## src/rtl/mem_port_arbiter_if.sv

```systemverilog
// Bundle of requester-side and memory-side signals for the shared data-memory port.
// The arbiter takes the slave view; the bench, acting as requesters and memory, takes the master view.
interface mem_port_arbiter_if #(
    parameter int N_REQ  = 4,
    parameter int ADDR_W = 14,
    parameter int DATA_W = 10
);
    logic [N_REQ-1:0]        req;
    logic [N_REQ-1:0]        we;
    logic [N_REQ-1:0]        lock;
    logic [N_REQ*ADDR_W-1:0] addr;
    logic [N_REQ*DATA_W-1:0] wdata;
    logic [N_REQ-1:0]        gnt;
    logic [N_REQ-1:0]        rvalid;
    logic [DATA_W-1:0]       rdata;
    logic                    mem_we;
    logic                    mem_re;
    logic [ADDR_W-1:0]       mem_addr;
    logic [DATA_W-1:0]       mem_wdata;
    logic [DATA_W-1:0]       mem_rdata;

    modport master (
        output req, we, lock, addr, wdata, mem_rdata,
        input  gnt, rvalid, rdata, mem_we, mem_re, mem_addr, mem_wdata
    );

    modport slave (
        input  req, we, lock, addr, wdata, mem_rdata,
        output gnt, rvalid, rdata, mem_we, mem_re, mem_addr, mem_wdata
    );
endinterface

```

## src/rtl/mem_port_arbiter.sv

```systemverilog
// Round-robin arbiter sharing one 1-cycle-latency memory port among N_REQ requesters,
// with lockable bursts capped at MAX_BURST and tagged read returns.
module mem_port_arbiter #(
    parameter int N_REQ     = 4,
    parameter int ADDR_W    = 14,
    parameter int DATA_W    = 10,
    parameter int MAX_BURST = 8
) (
    input logic clk,
    input logic rst,
    mem_port_arbiter_if.slave bus
);
    localparam int PTR_W = (N_REQ > 1) ? $clog2(N_REQ) : 1;
    localparam int CNT_W = 4;

    typedef enum logic {IDLE, OWNED} state_t;

    state_t             state_q, state_d;
    logic [PTR_W-1:0]   ptr_q, ptr_d;
    logic [PTR_W-1:0]   owner_q, owner_d;
    logic [CNT_W-1:0]   burst_cnt_q, burst_cnt_d;
    logic               mem_we_q, mem_we_d;
    logic               mem_re_q, mem_re_d;
    logic [ADDR_W-1:0]  mem_addr_q, mem_addr_d;
    logic [DATA_W-1:0]  mem_wdata_q, mem_wdata_d;
    logic [N_REQ-1:0]   rtag_q, rtag_d;
    logic [N_REQ-1:0]   rvalid_q;
    logic [N_REQ-1:0]   gnt;
    logic               grantValid;
    logic [PTR_W-1:0]   grantIdx;
    logic               keepOwner;
    int                 idx;

    // Owner keeps the port while it requests, holds lock and has burst budget left;
    // otherwise fall back to a round-robin search starting at ptr in the same cycle.
    always_comb begin
        state_d     = state_q;
        ptr_d       = ptr_q;
        owner_d     = owner_q;
        burst_cnt_d = burst_cnt_q;
        gnt         = '0;
        grantValid  = 1'b0;
        grantIdx    = ptr_q;
        idx         = 0;
        keepOwner   = (state_q == OWNED) && bus.req[owner_q] && bus.lock[owner_q]
                      && (burst_cnt_q < CNT_W'(MAX_BURST));

        if (!rst) begin
            if (keepOwner) begin
                grantValid  = 1'b1;
                grantIdx    = owner_q;
                burst_cnt_d = burst_cnt_q + CNT_W'(1);
            end else begin
                state_d     = IDLE;
                burst_cnt_d = '0;
                for (int k = 0; k < N_REQ; k++) begin
                    idx = (int'(ptr_q) + k) % N_REQ;
                    if (!grantValid && bus.req[idx]) begin
                        grantValid = 1'b1;
                        grantIdx   = PTR_W'(idx);
                    end
                end
                if (grantValid && bus.lock[grantIdx]) begin
                    state_d     = OWNED;
                    owner_d     = grantIdx;
                    burst_cnt_d = CNT_W'(1);
                end
            end
            if (grantValid) begin
                gnt[grantIdx] = 1'b1;
                ptr_d = (grantIdx == PTR_W'(N_REQ - 1)) ? '0 : grantIdx + PTR_W'(1);
            end
        end
    end

    // Address and write data hold their last value on idle cycles.
    always_comb begin
        mem_we_d    = grantValid & bus.we[grantIdx];
        mem_re_d    = grantValid & ~bus.we[grantIdx];
        mem_addr_d  = mem_addr_q;
        mem_wdata_d = mem_wdata_q;
        if (grantValid) begin
            mem_addr_d  = bus.addr[grantIdx*ADDR_W +: ADDR_W];
            mem_wdata_d = bus.wdata[grantIdx*DATA_W +: DATA_W];
        end
        rtag_d = mem_re_d ? gnt : '0;
    end

    always_ff @(posedge clk) begin
        if (rst) begin
            state_q     <= IDLE;
            ptr_q       <= '0;
            owner_q     <= '0;
            burst_cnt_q <= '0;
            mem_we_q    <= 1'b0;
            mem_re_q    <= 1'b0;
            mem_addr_q  <= '0;
            mem_wdata_q <= '0;
            rtag_q      <= '0;
            rvalid_q    <= '0;
        end else begin
            state_q     <= state_d;
            ptr_q       <= ptr_d;
            owner_q     <= owner_d;
            burst_cnt_q <= burst_cnt_d;
            mem_we_q    <= mem_we_d;
            mem_re_q    <= mem_re_d;
            mem_addr_q  <= mem_addr_d;
            mem_wdata_q <= mem_wdata_d;
            rtag_q      <= rtag_d;
            rvalid_q    <= rtag_q;
        end
    end

    assign bus.gnt       = gnt;
    assign bus.mem_we    = mem_we_q;
    assign bus.mem_re    = mem_re_q;
    assign bus.mem_addr  = mem_addr_q;
    assign bus.mem_wdata = mem_wdata_q;
    assign bus.rvalid    = rvalid_q;
    assign bus.rdata     = bus.mem_rdata;
endmodule

```

## src/flat_wrapper.sv

```systemverilog
// flat-port wrapper written by rule: the top's interface ports become plain ports
module mem_port_arbiter_flat 
#(
    parameter int N_REQ     = 4,
    parameter int ADDR_W    = 14,
    parameter int DATA_W    = 10,
    parameter int MAX_BURST = 8
)
  (clk, rst, bus_req, bus_we, bus_lock, bus_addr, bus_wdata, bus_mem_rdata, bus_gnt, bus_rvalid, bus_rdata, bus_mem_we, bus_mem_re, bus_mem_addr, bus_mem_wdata);
  mem_port_arbiter_if #(.N_REQ(N_REQ), .ADDR_W(ADDR_W), .DATA_W(DATA_W)) bus_i ();
  input logic clk;
  input logic rst;
  input wire logic [$bits(bus_i.req)-1:0] bus_req;
  input wire logic [$bits(bus_i.we)-1:0] bus_we;
  input wire logic [$bits(bus_i.lock)-1:0] bus_lock;
  input wire logic [$bits(bus_i.addr)-1:0] bus_addr;
  input wire logic [$bits(bus_i.wdata)-1:0] bus_wdata;
  input wire logic [$bits(bus_i.mem_rdata)-1:0] bus_mem_rdata;
  output wire logic [$bits(bus_i.gnt)-1:0] bus_gnt;
  output wire logic [$bits(bus_i.rvalid)-1:0] bus_rvalid;
  output wire logic [$bits(bus_i.rdata)-1:0] bus_rdata;
  output wire logic [$bits(bus_i.mem_we)-1:0] bus_mem_we;
  output wire logic [$bits(bus_i.mem_re)-1:0] bus_mem_re;
  output wire logic [$bits(bus_i.mem_addr)-1:0] bus_mem_addr;
  output wire logic [$bits(bus_i.mem_wdata)-1:0] bus_mem_wdata;
  assign bus_i.req = bus_req;
  assign bus_i.we = bus_we;
  assign bus_i.lock = bus_lock;
  assign bus_i.addr = bus_addr;
  assign bus_i.wdata = bus_wdata;
  assign bus_i.mem_rdata = bus_mem_rdata;
  assign bus_gnt = bus_i.gnt;
  assign bus_rvalid = bus_i.rvalid;
  assign bus_rdata = bus_i.rdata;
  assign bus_mem_we = bus_i.mem_we;
  assign bus_mem_re = bus_i.mem_re;
  assign bus_mem_addr = bus_i.mem_addr;
  assign bus_mem_wdata = bus_i.mem_wdata;
  mem_port_arbiter #(.N_REQ(N_REQ), .ADDR_W(ADDR_W), .DATA_W(DATA_W), .MAX_BURST(MAX_BURST)) u_core (.clk(clk), .rst(rst), .bus(bus_i));
endmodule
```

## config.mk

```make
export PLATFORM = sky130hd
export DESIGN_NAME = mem_port_arbiter_flat
export DESIGN_NICKNAME = d
export VERILOG_FILES = /design/src/rtl/mem_port_arbiter_if.sv /design/src/rtl/mem_port_arbiter.sv /design/src/flat_wrapper.sv
export SDC_FILE = /design/constraint.sdc
export NUM_CORES = 1
export LEC_CHECK = 0
export BUFFER_PORTS_ARGS = -buffer_cell sky130_fd_sc_hd__buf_4
export CAP_MARGIN = 15
export CORE_ASPECT_RATIO = 0.5
export CORE_MARGIN = 10
export CORE_UTILIZATION = 45
export DETAILED_ROUTE_END_ITERATION = 12
export GPL_ROUTABILITY_DRIVEN = 0
export PLACE_DENSITY = 0.75
export SYNTH_ARGS = -nofsm -noshare
export SYNTH_HDL_FRONTEND = slang
export SYNTH_SLANG_ARGS = --single-unit
```

## constraint.sdc

```tcl
create_clock -name clk -period 3.3 [get_ports clk]
set_clock_uncertainty 0.2 [all_clocks]
set_input_delay 0.165 -clock clk [delete_from_list [all_inputs] [get_ports clk]]
set_output_delay 0.165 -clock clk [all_outputs]
set_load 0.05 [all_outputs]
```

* After elaboration in Yosys (flattened, before gate mapping)
Index checks and enable logic that the tools add are counted.
** Word-level totals
- Flip-flop bits (word level) :: 43
** Cells by class
- $add $sub $neg :: 5
- $mul :: 2
- Order comparisons :: 10
- Eq/ne operators :: 1
- Shift operators :: 2
- Mux-type cells :: 50
- Bitwise operators :: 8
- Reduce and logical (&&, ||, !) cells :: 16
** Operators with widths (count)
- $shiftx 56x7->14 :: 1
- $shiftx 40x7->10 :: 1
- $mux 1 :: 29
- $mux 2 :: 9
- $bmux 1 s2 :: 8
- $lt 2x3->1 const B :: 5
- $lt 3x4->1 const B :: 3
- $mux 4 :: 3
- $mul 2x3->5 const B :: 2
- $logic_and 1x1->1 :: 8
- $reduce_or 2->1 :: 4
- $add 2x1->2 const B :: 2
- $add 2x2->2 const B :: 2
- $add 4x1->4 const B :: 1
- $lt 4x4->1 const B :: 1
- $and 1x1->1 const A :: 3
- $logic_not 1->1 :: 3
- $not 1->1 :: 3
- $and 1x1->1 :: 2
- $demux 1 s2 :: 1
- $eq 2x2->1 const B :: 1
- $ge 2x1->1 const B :: 1
- $reduce_and 2->1 :: 1

* Logic depth before layout (Yosys ltp)
Gate-level depths: netlist of run 1.
- Depth after elaboration :: 31
- Gate-level depth with buffers :: 10

* Worst setup path before layout of run 1
Ideal clock, no wire load.
- Path type :: register to register
- Start point :: register u_core.owner_q[0]
- End point :: register u_core.rtag_q[0]
- Data arrival time :: 2.133 ns
- Required time :: 2.968 ns
- Slack :: 0.835 ns
- Cell stages (with the launch flop) :: 10
- Path through :: dfxtp_1 -> a211oi_2 -> a311oi_4 -> a211oi_2 -> nor2_4 -> buf_2 -> inv_1 -> ha_1 -> and2_1 -> a21boi_1
** On the way
- Elaborated cells between the ends (all ways) :: 26
- Those cells by class :: order compare (2); mux (16); bitwise (3); reduce/logical (5)
** RTL lines
- start: declaration :: line mem_port_arbiter.sv:20 : logic [PTR_W-1:0] owner_q, owner_d;
- start signal: assignment :: line mem_port_arbiter.sv:104 : owner_q <= owner_d;
- $bmux 1 s2 :: line mem_port_arbiter.sv:45 : keepOwner = (state_q == OWNED) && bus.req[owner_q] && bus.lock[owner_q]
- $mux 1 (not written as such) :: line mem_port_arbiter.sv:45
- $logic_and 1x1->1 (2 in series) :: line mem_port_arbiter.sv:45
- $logic_and 1x1->1 :: line mem_port_arbiter.sv:46 : && (burst_cnt_q < CNT_W'(MAX_BURST));
- $mux 2 :: line mem_port_arbiter.sv:49 : if (keepOwner) begin
- $mux 2 :: line mem_port_arbiter.sv:48 : if (!rst) begin
- $lt 2x3->1 (not written as such) / $ge 2x1->1 (equally long branches) :: line mem_port_arbiter.sv:70 : gnt[grantIdx] = 1'b1;
- $logic_and 1x1->1 (not written as such) :: line mem_port_arbiter.sv:70
- $mux 1 (not written as such) :: line mem_port_arbiter.sv:70
- $demux 1 s2
- $mux 4 * :: line mem_port_arbiter.sv:69 : if (grantValid) begin
- $mux 4 * :: line mem_port_arbiter.sv:48
- net bus_gnt[0] :: line flat_wrapper.sv:19 : output wire logic [$bits(bus_i.gnt)-1:0] bus_gnt;
- end signal: assignment :: line mem_port_arbiter.sv:110 : rtag_q <= rtag_d;
- end: declaration :: line mem_port_arbiter.sv:26 : logic [N_REQ-1:0] rtag_q, rtag_d;
The timed path passes the listed nets; every way through them passes the cells marked *. The select of a mux whose other input is x is not followed.
A chain may end at the register's enable or synchronous reset.

* Worst setup path after layout of run 1
- Start point :: register u_core.owner_q[0]
- End point :: register u_core.mem_wdata_q[2] (netlist: u_core.bus.mem_wdata[2])
** On the way
- Longest elaborated chain between the ends :: 10
- Elaborated cells between the ends (all ways) :: 15
- Those cells by class :: mul (1); shift (1); mux (10); reduce/logical (3)
** RTL lines
- $bmux 1 s2 :: line mem_port_arbiter.sv:45
- $mux 1 (not written as such) :: line mem_port_arbiter.sv:45
- $logic_and 1x1->1 (2 in series) :: line mem_port_arbiter.sv:45
- $logic_and 1x1->1 :: line mem_port_arbiter.sv:46
- $mux 2 :: line mem_port_arbiter.sv:49
- $mux 2 (2 in series) :: line mem_port_arbiter.sv:48
- $mul 2x3->5 :: line mem_port_arbiter.sv:84 : mem_wdata_d = bus.wdata[grantIdx*DATA_W +: DATA_W];
- $shiftx 40x7->10 :: line mem_port_arbiter.sv:84
- end signal: assignment :: line mem_port_arbiter.sv:109 : mem_wdata_q <= mem_wdata_d;
- end: declaration :: line mem_port_arbiter.sv:25 : logic [DATA_W-1:0] mem_wdata_q, mem_wdata_d;
Several ways; a longest one is shown, not always the timed one. The select of a mux whose other input is x is not followed.

==> run summary, run 1 <==
### Synth
• number of warnings printed during yosys synthesis: 0
• share of flip-flops with an asynchronous set or reset after synthesis: 0
• sequential cell area fraction in the yosys report: 0.213
• count of flip-flops with a built-in enable after synthesis: 0
• number of distinct library cells after synthesis: 55
• Gate Count Post-Synth: 485
• net count after synthesis: 610
• number of flip-flops and latches in the synthesized netlist: 43
• top_reg_cell synth: sky130_fd_sc_hd__dfxtp_1
• netlist area before placement: 4040 sq um
• synthesized area divided by synthesized cell count: 8.33 sq um

### Power
• part of the total power dissipated in the clock network: 0.126
• Sw Pwr: 1.93 mW
• Int Power: 2.15 mW
• cell leakage power: 2.43 nW
• Net Sw Frac: 0.474
• PwrDens: 709 nW/um^2
• relative contribution of sequential cells to total power: 0.211
• peak supply drop: 410 uV
• Comb power frac: 0.662
• sum of internal, switching and leakage power: 4.08 mW

### Layout
• final core utilization: 0.659
• commonest non-fill, non-tap cell in the layout: sky130_fd_sc_hd__buf_4
• Filler Cells Inserted: 725
• Final Net Count: 770
• share of cells above drive strength 1: 0.334
• commonest cells after routing, fill and taps aside: sky130_fd_sc_hd__buf_4, sky130_fd_sc_hd__nand2_1, sky130_fd_sc_hd__mux2i_1, sky130_fd_sc_hd__dlygate4sd3_1, sky130_fd_sc_hd__dfxtp_1
• post-route cell area: 5760 sq um
• Area Growth Syn to Fin: 42.5%

### STA
• max_slew headroom: 0.605
• achievable clock frequency: 328 MHz
• Final WS setup: 253 ps
• unrepaired setup endpoints after global routing: false
• count of endpoints failing setup in the final report: 0
• pins over their slew limit: 0
• count of final hold-check violations: 0
• actual slew at the worst max-slew pin: 592 ps
• final critical path time including I/O delays and setup: 3050 ps
• final cycle utilization of the critical path: 0.923
• Setup Total Neg Slack: 0 ps

### Clock network
• clk sinks: 43
• post-CTS setup repair buffer count: 0
• Bufs on Longest Clock Path: 2
• H-tree Lvls: 2
• clock slew at the register clock pins of the worst setup and hold paths: 70 ps
• cts bufs inserted: 5
• CTS tree: done
• count of instances resized after the clock tree is built: 0
• number of hold buffers added after CTS: 48
• cell at the root of the clock tree: sky130_fd_sc_hd__clkbuf_16
• worst-skew pair later-pin latency: 290 ps

### Setup path
• Crit path required time: 3340 ps
• CP endpoint kind: register
• Arrival @ worst endpoint: 3080 ps
• critical path launch point type: register
• class of the most critical setup path: register to register
• crit path max fanout: 24

### Route
• number of DRC markers after the initial detailed-route iteration: 392
• number of vias per cell: 6.08
• Detail Route Antenna Nets: 0
• Total Routed Length: 14.8 mm
• routed wire length per instance: 19.3 um
• drc violations: 0
• number of vias in the routed layout: 4,644
• total iterations of the first detailed-routing run: 5

### Global route
• global-route wire length before repair: 23.6 mm
• number of global-route vias before repair: 4,674
• maximum number of pins on one net before global-route repair: 50
• residual overflow from global routing: 0
• Global Route Usage Sum: 0.207
• initial antenna violation count: 0

### Floorplanning
• Die Height: 87.0 um
• core footprint: 8740 sq um
• IO Count: 164
• Initial Utilization: 0.462
• Die ar.: 13,400 sq um
• number of placement rows: 24
• die width: 154 um

### Hold path
• Worst Hold Class: primary input to register

### Flow run
• max-capacitance violation count: 0

### Placed design
• Cell Area, Placed: 5130 sq um
• setup slack after placement: 736 ps
• HPWL after DPL: 9.85 mm
• Port Buf Inserts: 143

### Status
• result of the run: completed

final cells by class:
class | count | area [sq um] | area share
flip-flops and latches | 43 | 862 | 0.150
inverters | 9 | 33.8 | 0.00586
well taps | 117 | 146 | 0.0254
diodes | 1 | 2.50 | 0.000434
multi-input cells | 380 | 2890 | 0.502
clock inverters | 3 | 20.0 | 0.00348
clock buffers | 5 | 125 | 0.0217
repair buffers | 206 | 1680 | 0.291
through the flow:
| step | instances | hold slack [ps] |
|---|---|---|
| final | 764 | 12.1 |
| after floorplan | 485 | 124 |
| after detailed placement | 707 | 131 |
| after global routing | 763 | 16.1 |
| after CTS | 763 | 5.62 |
| after global placement | 707 | 131 |
path summary, 6_finish.rpt:
check | startpoint | slack (ps) | to | cells after the start
hold reg to reg | u_core.rtag_q[3] | 240 | u_core.bus.rvalid[3] | 1
setup reg to reg | u_core.owner_q[0] | 250 | u_core.bus.mem_wdata[2] | 9
hold / removal | bus_we[1] | 10 | u_core.bus.mem_re | 3
setup / recovery | u_core.owner_q[0] | 250 | u_core.bus.mem_wdata[2] | 9
power groups by stage:
stage	sequential, mW	clock, mW	combinational, mW
after floorplan	1.36	0	1.30
after global placement	0.866	0	2.43
after detailed placement	0.866	0	2.46
after CTS	0.859	0.523	2.68
after global routing	0.883	0.542	2.88
final	0.863	0.516	2.70
synthesized netlist by cell type (2+ instances only):
master / count / area, sq um
sky130_fd_sc_hd__a211o_1: 3 / 26.3
sky130_fd_sc_hd__a211oi_2: 3 / 37.5
sky130_fd_sc_hd__a21boi_1: 4 / 30.0
sky130_fd_sc_hd__a21o_1: 2 / 15.0
sky130_fd_sc_hd__a21oi_1: 26 / 130
sky130_fd_sc_hd__a221oi_1: 24 / 210
sky130_fd_sc_hd__a22oi_1: 5 / 37.5
sky130_fd_sc_hd__a2bb2oi_1: 24 / 210
sky130_fd_sc_hd__a311o_1: 24 / 240
sky130_fd_sc_hd__a31o_2: 3 / 26.3
sky130_fd_sc_hd__a32oi_1: 24 / 210
sky130_fd_sc_hd__and2_1: 6 / 37.5
sky130_fd_sc_hd__buf_1: 4 / 15.0
sky130_fd_sc_hd__buf_2: 11 / 55.1
sky130_fd_sc_hd__buf_4: 14 / 105
sky130_fd_sc_hd__buf_6: 3 / 33.8
sky130_fd_sc_hd__clkbuf_1: 21 / 78.8
sky130_fd_sc_hd__dfxtp_1: 43 / 861
sky130_fd_sc_hd__ha_1: 5 / 62.6
sky130_fd_sc_hd__inv_1: 9 / 33.8
sky130_fd_sc_hd__mux2_2: 30 / 338
sky130_fd_sc_hd__mux2i_1: 50 / 500
sky130_fd_sc_hd__nand2_1: 78 / 293
sky130_fd_sc_hd__nand2_2: 2 / 12.5
sky130_fd_sc_hd__nand3_1: 2 / 10.0
sky130_fd_sc_hd__nor2_1: 27 / 101
sky130_fd_sc_hd__nor2b_1: 6 / 37.5
sky130_fd_sc_hd__nor3_1: 3 / 15.0
sky130_fd_sc_hd__o211ai_1: 3 / 22.5
cell families after synthesis:
family	synth area share
xor+xnor	0.00217
mux	0.207
buf+inv	0.0796
flops	0.213
simple gates	0.148
compound gates	0.334
fa+ha+maj	0.0155
sequential cells by signal (all words and copies together) (netlist names):
register / flops
u_core.burst_cnt_q: 4
u_core.bus.mem_addr: 14
u_core.bus.mem_re: 1
u_core.bus.mem_wdata: 10
u_core.bus.mem_we: 1
u_core.bus.rvalid: 4
u_core.owner_q: 2
u_core.ptr_q: 2
u_core.rtag_q: 4
u_core.state_q: 1
worst max-delay path: stages (launching register included):
cell,delay [ps]
sky130_fd_sc_hd__dfxtp_1,520
sky130_fd_sc_hd__inv_1,120
sky130_fd_sc_hd__a211o_1,290
sky130_fd_sc_hd__nor3_2,240
sky130_fd_sc_hd__buf_4,240
sky130_fd_sc_hd__a21o_1,140
sky130_fd_sc_hd__buf_4,320
sky130_fd_sc_hd__nand2_1,120
sky130_fd_sc_hd__a32oi_1,200
sky130_fd_sc_hd__dlygate4sd3_1,570
layer usage:
layer,up-vias,global-route usage,routed length (um),share of wire
met1,2220,0.244,5980,0.41
met4,0,0.0801,376,0.025
met5,-,0,0,0
met2,200,0.366,7360,0.50
met3,39,0.0429,1040,0.070
li1,2185,-,-,-
Note: power is estimated with default switching activity, not from simulation.
==> run 2: changes to the inputs <==
--- a/config.mk
+++ b/config.mk
@@ -13,4 +13,5 @@
 export DETAILED_ROUTE_END_ITERATION = 12
 export GPL_ROUTABILITY_DRIVEN = 0
+export HOLD_SLACK_MARGIN = 0.1
 export PLACE_DENSITY = 0.75
 export SYNTH_ARGS = -nofsm -noshare
==> constraint.sdc (replaced) <==
create_clock -name clk -period 3.3 [get_ports clk]
set_clock_uncertainty 0.2 [all_clocks]
set_input_delay 0.165 -clock clk [delete_from_list [all_inputs] [get_ports clk]]
set_output_delay 0.165 -clock clk [all_outputs]
set_load 0.005 [all_outputs]
==> run 2 against run 1 <==
Worst setup slack gained 33 ps. Clock-buffer cell count grew 1. Total power shrank 13%. Design area grew 0.33%. Hold slack gained 110 ps. Highest routed layer unchanged. Clock power is essentially flat.
==> run summary, run 2 (synthesis gave the netlist of run 1 again) <==
### Layout
• commonest cells after routing, fill and taps aside: sky130_fd_sc_hd__buf_4, sky130_fd_sc_hd__nand2_1, sky130_fd_sc_hd__dlygate4sd3_1, sky130_fd_sc_hd__mux2i_1, sky130_fd_sc_hd__dfxtp_1
• final core utilization: 0.661, +0.00215
• share of cells above drive strength 1: 0.331, -0.00361
• number of flip-flops in the largest register: 14, unchanged
• Area Growth Syn to Fin: 43.0%
• Antenna diodes: 0, -1
• Final Net Count: 772, +0.26%
• Filler Cells Inserted: 743, +2.5%
• commonest non-fill, non-tap cell in the layout: sky130_fd_sc_hd__buf_4

### Floorplanning
• Die Height: 87.0 um, unchanged
• number of placement rows: 24, unchanged
• Initial Utilization: 0.462, unchanged
• die width: 154 um, unchanged
• core footprint: 8740 sq um, unchanged
• Die ar.: 13,400 sq um, unchanged
• IO Count: 164, unchanged

### Global route
• number of global-route vias before repair: 4,772, +2.1%
• maximum number of pins on one net before global-route repair: 50, unchanged
• residual overflow from global routing: 0, unchanged
• initial antenna violation count: 0, unchanged
• global-route wire length before repair: 23.9 mm, +1.4%
• Global Route Usage Sum: 0.211, +0.00367

### Placed design
• Port Buf Inserts: 143, unchanged
• HPWL after DPL: 9.81 mm, -0.41%

### Setup path
• CP bufs+invs: 4, unchanged
• Worst path max stage delay: 590 ps, +20 ps
• Top Family by Delay on Critical Path: buffers and inverters
• slowest library cell on the worst path: sky130_fd_sc_hd__dlygate4sd3_1
• Arrival @ worst endpoint: 3050 ps, -30 ps
• Crit path required time: 3340 ps, about the same
• CP endpoint kind: register
• crit path max fanout: 24, unchanged
• class of the most critical setup path: register to register
• crit path cell chain: inv_1 -> a211o_1 -> nor3_2 -> buf_4 -> a21o_1 -> buf_4 -> nand2_1 -> a32oi_1 -> dlygate4sd3_1
• critical path launch point type: register
• most frequent CP cell: sky130_fd_sc_hd__buf_4

### Route
• number of vias in the routed layout: 4,684, +0.86%
• drc violations: 0, unchanged
• total iterations of the first detailed-routing run: 5, unchanged
• Total Routed Length: 15.0 mm, +1.8%
• Detail Route Antenna Nets: 0, unchanged
• number of vias per cell: 6.13, +0.86%
• number of DRC markers after the initial detailed-route iteration: 430, +9.7%
• routed wire length per instance: 19.7 um, +1.8%

### STA
• final cycle utilization of the critical path: 0.913, -0.0101
• final critical path time including I/O delays and setup: 3010 ps, -33.4 ps
• achievable clock frequency: 332 MHz, +1.1%
• unrepaired setup endpoints after global routing: false
• pins over their slew limit: 0, unchanged
• count of endpoints failing setup in the final report: 0, unchanged
• max_slew headroom: 0.634, +0.0288
• final-layout worst hold slack: 118 ps, +106 ps
• count of final hold-check violations: 0, unchanged
• actual slew at the worst max-slew pin: 549 ps, -43.3 ps
• Setup Total Neg Slack: 0 ps, unchanged

### Status
• result of the run: completed

### Clock network
• CTS tree: done
• count of instances resized after the clock tree is built: 0, unchanged
• clk sinks: 43, unchanged
• H-tree Lvls: 2, unchanged
• worst-skew pair later-pin latency: 290 ps, about the same
• clock slew at the register clock pins of the worst setup and hold paths: 60 ps, about the same
• cell at the root of the clock tree: sky130_fd_sc_hd__clkbuf_16
• cts bufs inserted: 5, unchanged
• Bufs on Longest Clock Path: 2, unchanged

### Power
• cell leakage power: 2.45 nW, +0.64%
• PwrDens: 612 nW/um^2, -14%
• peak supply drop: 360 uV, -12%

### Flow run
• max-capacitance violation count: 0, unchanged

### Hold path
• Worst Hold Class: primary input to register

-- run 2: worst min-delay path: stages --
cell                      delay [ps]
sky130_fd_sc_hd__buf_4           140
sky130_fd_sc_hd__nor4_4           90
sky130_fd_sc_hd__mux2i_1         120
sky130_fd_sc_hd__nor2_1           70
-- run 2: metrics by stage --
step / setup slack [ps] / cell area, sq um / power (mW) / instances
floorplan: 1070 / 4040 / 2.08 / 485
global placement: 853 / 5120 / 2.73 / 706
detailed placement: 775 / 5120 / 2.76 / 706
CTS: 369 / 5780 / 3.50 / 764
global route: 113 / 5780 / 3.76 / 764
finish: 287 / 5780 / 3.54 / 764
-- run 2: layout make-up --
type                    count  area [sq um]  area share
multi-input cells         380          2890       0.500
repair buffers            208          1700       0.294
flip-flops and latches     43           862       0.149
well taps                 117           146      0.0253
clock buffers               6           139      0.0240
inverters                   9          33.8     0.00585
clock inverters             1          5.00    0.000866
-- run 2: final timing paths --
kind	endpoint	slack, ps	from	depth (start not counted)
setup / recovery	u_core.bus.mem_addr[8]	290	u_core.owner_q[0]	9
hold / removal	u_core.ptr_q[1]	120	bus_req[2]	4
setup reg to reg	u_core.bus.mem_addr[8]	290	u_core.owner_q[0]	9
hold reg to reg	u_core.bus.rvalid[2]	240	u_core.rtag_q[2]	1
-- run 2: metal layers --
| layer | routed length (um) | global-route usage | part of all wire |
|---|---|---|---|
| met1 | 6220 | 0.245 | 0.41 |
| met2 | 7540 | 0.382 | 0.50 |
| met3 | 897 | 0.0385 | 0.060 |
| met4 | 370 | 0.0784 | 0.025 |
| met5 | 0 | 0 | 0 |
-- run 2: where the power goes --
group | switching, mW | total (mW) | internal, mW
combinational | 1.01 | 2.16 | 1.15
clock | 0.220 | 0.516 | 0.296
sequential | 0.152 | 0.863 | 0.711
total | 1.38 | 3.54 | 2.16
-- run 2: repair_timing --
| action | 4_1_cts | 5_1_grt |
|---|---|---|
| setup buffers | 0 | 0 |
| hold buffers | 51 | 0 |
| endpoints found under the hold margin | 36 | 0 |
==> run 3: changes to the inputs <==
PLACE_DENSITY = 0.78   (was 0.75)
clock period = 2.5 ns   (was 3.3 ns; I/O delays follow)
==> run 3 against run 2 <==
First-iteration DRC count is 21% higher. Largest cell class unchanged. Highest routed layer unchanged. Final cell count is 8.5% higher. Via count is 12% higher. Routed wire length is 19% higher. Combinational power is 34% higher. Die area stayed put. Critical endpoint is now bus_gnt[3]. Register-to-register slack worse by 190 ps. Sequential share of layout area is 1.6 points lower. Worst setup slack worse by 220 ps. Sequential power is 36% higher.
==> run summary, run 3 (synthesis gave the netlist of run 1 again) <==
### Route
• total iterations of the first detailed-routing run: 6, +1
• number of vias per cell: 6.35, +3.6%
• routed wire length per instance: 21.6 um, +10%
• drc violations: 0, unchanged
• number of vias in the routed layout: 5,264, +12%
• number of DRC markers after the initial detailed-route iteration: 522, +21%
• Detail Route Antenna Nets: 0, unchanged
• Total Routed Length: 17.9 mm, +19%

### Setup path
• critical path launch point type: register
• class of the most critical setup path: register to primary output
• Top Family by Delay on Critical Path: flip-flops
• Crit path required time: 2170 ps, -1170 ps
• Arrival @ worst endpoint: 2110 ps, -940 ps
• launch point of the worst path: u_core.owner_q[0]
• Reg-to-Reg Start: u_core.owner_q[0]
• slowest library cell on the worst path: sky130_fd_sc_hd__dfxtp_2
• CP endpoint kind: primary output
• CP bufs+invs: 2, -2
• crit path cell chain: a211oi_4 -> a311oi_4 -> buf_4 -> and2_1 -> nor2_4 -> ha_1 -> and2_1 -> buf_4
• Worst path max stage delay: 440 ps, -150 ps
• crit path max fanout: 6, -75%

### Hold path
• Worst Hold Class: primary input to register
• origin of the worst min-delay path: bus_addr[43]

### Global route
• maximum number of pins on one net before global-route repair: 58, +16%
• global-route wire length before repair: 27.9 mm, +17%
• residual overflow from global routing: 0, unchanged
• initial antenna violation count: 0, unchanged
• Global Route Usage Sum: 0.248, +0.0374
• number of global-route vias before repair: 5,510, +15%

### Flow run
• max-capacitance violation count: 0, unchanged

### Power
• Sw Pwr: 1.97 mW, +43%
• part of the total power dissipated in the clock network: 0.147, about the same
• relative contribution of sequential cells to total power: 0.246, +0.002
• peak supply drop: 495 uV, +38%
• Int Power: 2.80 mW, +30%
• cell leakage power: 2.73 nW, +12%
• PwrDens: 732 nW/um^2, +19%
• Comb power frac: 0.607, -0.003
• Net Sw Frac: 0.413, +0.0222
• sum of internal, switching and leakage power: 4.77 mW, +35%

### STA
• max_slew headroom: 0.494, -0.140
• final-layout worst hold slack: 99.8 ps, -18.1 ps
• count of endpoints failing setup in the final report: 0, unchanged
• final cycle utilization of the critical path: 0.973
• final critical path time including I/O delays and setup: 2430 ps
• actual slew at the worst max-slew pin: 759 ps, +210 ps
• Final WS setup: 67.8 ps, -219 ps
• achievable clock frequency: 411 MHz
• Setup Total Neg Slack: 0 ps, unchanged
• pins over their slew limit: 0, unchanged
• count of final hold-check violations: 0, unchanged

### Layout
• number of flip-flops in the largest register: 14, unchanged
• Filler Cells Inserted: 575, -23%
• Area Growth Syn to Fin: 61.5%
• Final Net Count: 835, +8.2%
• commonest cells after routing, fill and taps aside: sky130_fd_sc_hd__buf_4, sky130_fd_sc_hd__dlygate4sd3_1, sky130_fd_sc_hd__nand2_1, sky130_fd_sc_hd__mux2i_1, sky130_fd_sc_hd__dfxtp_1
• non-filler cells in the finished layout: 829, +8.5%
• commonest non-fill, non-tap cell in the layout: sky130_fd_sc_hd__buf_4
• share of cells above drive strength 1: 0.331, about the same

### Placed design
• setup slack after placement: 161 ps, -614 ps
• number of cells after detailed placement: 710, +0.57%
• Port Buf Inserts: 143, unchanged
• HPWL after DPL: 10.2 mm, +3.8%

### Floorplanning
• number of placement rows: 24, unchanged
• Die ar.: 13,400 sq um, unchanged
• Die Height: 87.0 um, unchanged
• core footprint: 8740 sq um, unchanged
• IO Count: 164, unchanged
• die width: 154 um, unchanged
• Initial Utilization: 0.462, unchanged

### Status
• result of the run: completed

### Clock network
• cell at the root of the clock tree: sky130_fd_sc_hd__clkbuf_16
• H-tree Lvls: 2, unchanged
• worst-skew pair later-pin latency: 300 ps, about the same
• cts bufs inserted: 5, unchanged
• clk sinks: 43, unchanged
• Bufs on Longest Clock Path: 2, unchanged
• CTS tree: done
• clock slew at the register clock pins of the worst setup and hold paths: 60 ps, about the same

## run 3: through the flow
step	util	area [sq um]
floorplan	-	4040
global placement	0.597	5220
detailed placement	0.597	5220
CTS	0.738	6450
global route	0.746	6520
finish	0.747	6530
## run 3: final timing paths
check / end / cells after the start / slack (ps)
worst max register to register: u_core.bus.mem_wdata[6] / 8 / 100
worst min-delay path: u_core.bus.mem_addr[1] / 4 / 100
worst max-delay path: bus_gnt[3] / 8 / 70
worst min register to register: u_core.bus.rvalid[3] / 1 / 240
## run 3: power groups by stage
stage	combinational, mW	sequential, mW	clock [mW]
finish	2.90	1.17	0.701
global route	3.09	1.21	0.726
detailed placement	2.58	1.15	0
CTS	2.74	1.15	0.698
global placement	2.53	1.15	0
floorplan	1.62	1.12	0
## run 3: worst reg2reg max path, stage by stage, from the launching register on
cell	delay [ps]
sky130_fd_sc_hd__dfxtp_2	440
sky130_fd_sc_hd__a211oi_4	70
sky130_fd_sc_hd__a311oi_4	370
sky130_fd_sc_hd__buf_4	180
sky130_fd_sc_hd__and2_1	190
sky130_fd_sc_hd__nor2_4	80
sky130_fd_sc_hd__buf_4	240
sky130_fd_sc_hd__a221oi_1	330
sky130_fd_sc_hd__a32oi_1	160
## run 3: layout make-up
cell class | instances | area, sq um | share of cell area
clock buffers | 5 | 125 | 0.0192
inverters | 9 | 33.8 | 0.00518
well taps | 117 | 146 | 0.0224
clock inverters | 3 | 25.0 | 0.00384
multi-input cells | 380 | 2940 | 0.451
flip-flops and latches | 43 | 871 | 0.133
repair buffers | 271 | 2380 | 0.365
diodes | 1 | 2.50 | 0.000384
## run 3: metal layers
| metal | global-route usage | vias up | routed length, um |
|---|---|---|---|
| met2 | 0.424 | 408 | 8700 |
| met1 | 0.274 | 2462 | 6590 |
| met4 | 0.156 | 0 | 760 |
| li1 | - | 2314 | - |
| met5 | 0 | - | 0 |
| met3 | 0.0666 | 80 | 1900 |
## run 3: what timing repair did
| action | 4_1_cts | 5_1_grt |
|---|---|---|
| hold buffers | 106 | 0 |
| gates resized for setup | 4 | 15 |
| setup endpoints to repair | 4 | 14 |
| buffers inserted | 1 | 3 |
| pin swaps | 3 | 6 |
| hold endpoints to repair | 49 | 0 |
